$ cat src/rtl/arm_multicycle_ctrl.sv
// ============================================================================
// arm_multicycle_ctrl : multicycle ARM control FSM with NZCV flags and cond-ex
// Revision: 1.0
// ============================================================================
`default_nettype none

module arm_multicycle_ctrl (
  input  logic       clk,
  input  logic       reset,
  input  logic [3:0] Cond,
  input  logic [1:0] Op,
  input  logic [5:0] Funct,
  input  logic [3:0] Rd,
  input  logic [3:0] ALUFlags,
  output logic       PCWrite,
  output logic       MemWrite,
  output logic       RegWrite,
  output logic       IRWrite,
  output logic       AdrSrc,
  output logic       ALUSrcA,
  output logic [1:0] ALUSrcB,
  output logic [1:0] ResultSrc,
  output logic [1:0] ImmSrc,
  output logic [1:0] RegSrc,
  output logic [1:0] ALUControl
);

  typedef enum logic [3:0] {
    S_FETCH    = 4'd0,
    S_DECODE   = 4'd1,
    S_MEMADR   = 4'd2,
    S_MEMRD    = 4'd3,
    S_MEMWB    = 4'd4,
    S_MEMWR    = 4'd5,
    S_EXECUTER = 4'd6,
    S_EXECUTEI = 4'd7,
    S_ALUWB    = 4'd8,
    S_BRANCH   = 4'd9,
    S_UNKNOWN  = 4'd10
  } state_t;

  state_t     state;
  state_t     state_next;
  logic [3:0] flags;
  logic       cond_ex_reg;

  logic       next_pc;
  logic       reg_w;
  logic       mem_w;
  logic       ir_w;
  logic       branch;
  logic       alu_op;
  logic [1:0] flag_w;
  logic       cond_ex;
  logic       pcs;
  logic       funct_known;
  logic       funct_addsub;

  always_ff @(posedge clk or posedge reset) begin
    if (reset) state <= S_FETCH;
    else       state <= state_next;
  end

  // Condition is frozen at DECODE so flag updates in EXECUTE never gate
  // the same instruction's writeback.
  always_ff @(posedge clk or posedge reset) begin
    if (reset) begin
      flags       <= 4'b0000;
      cond_ex_reg <= 1'b0;
    end else begin
      if (state == S_DECODE) cond_ex_reg <= cond_ex;
      if (cond_ex_reg && flag_w[1]) flags[3:2] <= ALUFlags[3:2];
      if (cond_ex_reg && flag_w[0]) flags[1:0] <= ALUFlags[1:0];
    end
  end

  always_comb begin
    state_next = state;
    next_pc    = 1'b0;
    reg_w      = 1'b0;
    mem_w      = 1'b0;
    ir_w       = 1'b0;
    branch     = 1'b0;
    alu_op     = 1'b0;
    AdrSrc     = 1'b0;
    ALUSrcA    = 1'b0;
    ALUSrcB    = 2'b00;
    ResultSrc  = 2'b00;
    case (state)
      S_FETCH: begin
        ir_w       = 1'b1;
        next_pc    = 1'b1;
        ALUSrcA    = 1'b1;
        ALUSrcB    = 2'b10;
        ResultSrc  = 2'b10;
        state_next = S_DECODE;
      end
      S_DECODE: begin
        ALUSrcA   = 1'b1;
        ALUSrcB   = 2'b10;
        ResultSrc = 2'b10;
        case (Op)
          2'b00:   state_next = Funct[5] ? S_EXECUTEI : S_EXECUTER;
          2'b01:   state_next = S_MEMADR;
          2'b10:   state_next = S_BRANCH;
          default: state_next = S_UNKNOWN;
        endcase
      end
      S_MEMADR: begin
        ALUSrcB    = 2'b01;
        state_next = Funct[0] ? S_MEMRD : S_MEMWR;
      end
      S_MEMRD: begin
        AdrSrc     = 1'b1;
        state_next = S_MEMWB;
      end
      S_MEMWB: begin
        ResultSrc  = 2'b01;
        reg_w      = 1'b1;
        state_next = S_FETCH;
      end
      S_MEMWR: begin
        AdrSrc     = 1'b1;
        mem_w      = 1'b1;
        state_next = S_FETCH;
      end
      S_EXECUTER: begin
        alu_op     = 1'b1;
        state_next = S_ALUWB;
      end
      S_EXECUTEI: begin
        ALUSrcB    = 2'b01;
        alu_op     = 1'b1;
        state_next = S_ALUWB;
      end
      S_ALUWB: begin
        reg_w      = 1'b1;
        state_next = S_FETCH;
      end
      S_BRANCH: begin
        ALUSrcB    = 2'b01;
        ResultSrc  = 2'b10;
        branch     = 1'b1;
        state_next = S_FETCH;
      end
      default: state_next = S_FETCH;
    endcase
  end

  always_comb begin
    ALUControl   = 2'b00;
    funct_known  = 1'b0;
    funct_addsub = 1'b0;
    if (alu_op) begin
      case (Funct[4:1])
        4'b0100: begin ALUControl = 2'b00; funct_known = 1'b1; funct_addsub = 1'b1; end
        4'b0010: begin ALUControl = 2'b01; funct_known = 1'b1; funct_addsub = 1'b1; end
        4'b0000: begin ALUControl = 2'b10; funct_known = 1'b1; end
        4'b1100: begin ALUControl = 2'b11; funct_known = 1'b1; end
        default: ALUControl = 2'b00;
      endcase
    end
    flag_w = funct_known ? {Funct[0], Funct[0] & funct_addsub} : 2'b00;
  end

  always_comb begin
    case (Cond)
      4'b0000: cond_ex = flags[2];
      4'b0001: cond_ex = ~flags[2];
      4'b0010: cond_ex = flags[1];
      4'b0011: cond_ex = ~flags[1];
      4'b0100: cond_ex = flags[3];
      4'b0101: cond_ex = ~flags[3];
      4'b0110: cond_ex = flags[0];
      4'b0111: cond_ex = ~flags[0];
      4'b1000: cond_ex = flags[1] & ~flags[2];
      4'b1001: cond_ex = ~flags[1] | flags[2];
      4'b1010: cond_ex = (flags[3] == flags[0]);
      4'b1011: cond_ex = (flags[3] != flags[0]);
      4'b1100: cond_ex = ~flags[2] & (flags[3] == flags[0]);
      4'b1101: cond_ex = flags[2] | (flags[3] != flags[0]);
      4'b1110: cond_ex = 1'b1;
      default: cond_ex = 1'b0;
    endcase
  end

  assign pcs    = ((Rd == 4'b1111) & reg_w) | branch;
  assign ImmSrc = Op;
  assign RegSrc = {(Op == 2'b01), (Op == 2'b10)};

  // Write enables are masked while reset is high so an in-flight write cannot land.
  assign PCWrite  = ~reset & (next_pc | (pcs & cond_ex_reg));
  assign RegWrite = ~reset & reg_w & cond_ex_reg;
  assign MemWrite = ~reset & mem_w & cond_ex_reg;
  assign IRWrite  = ~reset & ir_w;

endmodule

`default_nettype wire

$ cat config.mk
export PLATFORM = sky130hd
export DESIGN_NAME = arm_multicycle_ctrl
export DESIGN_NICKNAME = d
export VERILOG_FILES = /design/src/rtl/arm_multicycle_ctrl.sv
export SDC_FILE = /design/constraint.sdc
export NUM_CORES = 1
export LEC_CHECK = 0
export ABC_CLOCK_PERIOD_IN_PS = 2100
export BUFFER_PORTS_ARGS = -buffer_cell sky130_fd_sc_hd__buf_2
export CAP_MARGIN = 20
export CORE_MARGIN = 3
export CORE_UTILIZATION = 45
export DETAILED_ROUTE_END_ITERATION = 12
export GPL_TIMING_DRIVEN = 0
export HOLD_SLACK_MARGIN = 0.02
export PLACE_DENSITY_LB_ADDON = 0.1
export SLEW_MARGIN = 20
export SYNTH_ARGS = -nofsm -noshare
export SYNTH_HDL_FRONTEND = slang
export SYNTH_SLANG_ARGS = --single-unit
$ cat constraint.sdc
create_clock -name clk -period 2.1 [get_ports clk]
set_clock_uncertainty 0.1 [all_clocks]
set_input_delay 0.21 -clock clk [delete_from_list [all_inputs] [get_ports clk]]
set_output_delay 0.21 -clock clk [all_outputs]
set_load 0.01 [all_outputs]
==> flow_summary.toml <==
[sta]
setup_viol = 0
fin_crit_ps = 1960
rsz0062_at_grt = "false"
tightest_slew_ps = 431
finalHoldViolCount = 0
hold_ws_ps = 80.4
slew_viol_final = 0
maxSlewHeadroom = 0.713
fmax_mhz = 510
tns_ps = 0
period_share = 0.934

[layout]
n_antenna_cell = 0
multi_input_area_um2 = 527
register_area_um2 = 225
fin_util = 0.662
syn2layout_area_growth_pct = 30.6
layout.nets = 161
n_fill_cell = 152
layout-drive-gt1-share = 0.391
final_area_um2 = 1060

[synthesis]
synthMuxAreaShare = 0.0681
syn_area_um2 = 808
synth-simple-area-share = 0.324
synthCells = 97
seq_area_frac_synth = 0.279
synth_fp_nets = 119
synth_top_family_by_area = "simple AND/OR/NAND/NOR gates"
ys_types = 40
synth_top_cell_by_area = "dfrtp_1"
synth.top_cell.area_share = 0.279
synth_adder_area_share = 0
synth_xor_area_frac = 0.0759
syn_avg_cell_area_um2 = 8.33
synth_area_leaders = "dfrtp_1 (28%), mux2_2 (5.6%), nor3b_1 (5.6%)"
ys_ff_latch = 9
yosysWarnings = 0
synth_compound_area_frac = 0.184

[grt]
grt_max_degree = 11
grt_pass1_wl_um = 2970
grt_usage = 0.152
grt_pass1_vias = 699
grt-ovfl-total = 0
antenna_found_initial = 0

[die]
initial_utilization = 0.507
die_y_um = 48.4
rows = 14
ioPinCount = 38
die_x_um = 48.4
coreArea_um2 = 1590
dieArea_um2 = 2340

[critical_path]
cp_data_arrival_time_ps = 1650
slowest_stage = "dfrtp_1"
regToRegStartpoint = "state[3]$_DFF_PP0_"
reg2reg_depth = 5
r2r_slack_ps = 220
cp-end-kind = "output pin"
path_cells = "buf_1, nor3_1, and3_1, a31o_2, buf_2"
path_delay_family = "buffers and inverters"
cp_max_fo = 10
r2r-end = "flags[2]$_DFFE_PP0P_"
critPathMaxStageDelay_ps = 370
startpoint_type = "flip-flop"
criticalPathCategory = "flip-flop to output pin"
cp_num_buf_inv = 2
critPathRequiredTime_ps = 1790

[routing]
firstDrtPassIters = 4
wire_per_inst_um = 11.0
drc_errors = 0
ant_nets = 0
viasPerCell = 5.05
drtIter0Drc = 5
wirelength_um = 1780
dr_total_vias = 818

[clocking]
cts_buffers = 3
cts_setup_buffers = 0
cts_tree = "yes"
clockBufferDepth = 2
clockRootBuffer = "clkbuf_4"
cts.clk_slew.worst_paths_ps = 60
clk_latency_ps = 260
clock_sinks = 9
cts_resized = 0
hold_buffers = 1
cts-htree-levels = 1

[power_and_ir_drop]
p_per_area_nw_per_um2 = 1050
finalPower_uw = 1110
vdd_drop_max_uv = 659
p_leak_uw = 0.000518

[min_path]
hp-class = "input pin to flip-flop"
hold_end = "flags[3]$_DFFE_PP0P_"
hold_path_startpoint = "ALUFlags[3]"
worstHoldPathCells = 2

[place]
numPortBuffers = 36
place_hpwl_um = 1440
placed_area_um2 = 1020
gp_congestion = 0.799

[job]
maxCapViolCount = 0

[outcome]
status = "finished, final reports clean"
## cell type report
class	count	area share
well taps	24	0.0284
plain buffers	7	0.0403
clock inverters	1	0.00474
clock buffers	3	0.0213
inverters	3	0.0130
multi-input cells	78	0.499
repair buffers	37	0.180
flip-flops and latches	9	0.213
## report_power, final
| part | internal (µW) | total, µW | leakage [µW] | switching [µW] |
|---|---|---|---|---|
| clock | 70.2 | 131 | 0.0000177 | 60.7 |
| sequential | 231 | 283 | 0.000119 | 52.4 |
| combinational | 327 | 696 | 0.000381 | 369 |
## cells by family (layout without fill, tap and decap cells)
logic type,Yosys count,in the layout
flip-flops,9,9
AND/OR/NAND/NOR,46,46
buffers and inverters,10,51
AO/OA/AOI/OAI,20,20
XOR/XNOR,7,7
multiplexers,5,5
## layout by cell type, fill, tap and decap left out, types with 2 or more instances in the layout
cell and n:
o21ai_0 3, or3_1 2, nand2b_1 2, inv_1 2, nand3_1 2, a41o_1 2
xor2_1 2, clkbuf_4 3, nor2b_1 6, mux2_2 4, xnor2_1 5, a21oi_1 5
buf_4 2, nand2_1 7, nor3b_1 6, dfrtp_1 9, buf_2 37, and3_1 3
nor2_1 7, clkbuf_1 2, nor3_1 5
## metal layers
layer  track usage  vias to the layer above  routed length [µm]
li1              -                      433                   -
met1         0.217                      360                 892
met2         0.236                       25                 774
met3        0.0368                        0                 114
met4        0.0284                        0                   0
met5             0                        -                   0
## worst max path at each step
stage,start,endpoint,slack (ps),cells after the start
5_1_grt,state[2]$_DFF_PP0_,PCWrite,9,5
3_5_place_dp,state[3]$_DFF_PP0_,flags[2]$_DFFE_PP0P_,240,5
4_1_cts,state[2]$_DFF_PP0_,PCWrite,130,5
3_3_place_gp,state[3]$_DFF_PP0_,flags[3]$_DFFE_PP0P_,280,5
6_report,state[2]$_DFF_PP0_,PCWrite,140,5
2_1_floorplan,state[3]$_DFF_PP0_,flags[2]$_DFFE_PP0P_,410,5
## per-stage QoR
step           worst slack (ps)  instances
2_1_floorplan               410         97
3_3_place_gp                276        157
3_5_place_dp                238        157
4_1_cts                     130        162
5_1_grt                    9.10        162
6_report                    139        162
## cell usage after synthesis (all sizes together)
master and n:
a41o 2, nand3 2, or4 1, dfrtp 9, o31ai 1, clkbuf 2, a21boi 1, buf 5
nor2b 6, nand2b 2, a31o 1, nand2 7, a32o 1, a31oi 1, nand4 1, nand3b 1
and3 3, o32a 1, mux2 4, o21ai 3, a21oi 5, or2 1, a211oi 2, a22oi 1
a221o 1, or3 2, nor3 6, xor2 2, nor4 1, mux2i 1, nor3b 6, nor2 7
xnor2 5, inv 3
(Power assumes the default switching activity.)
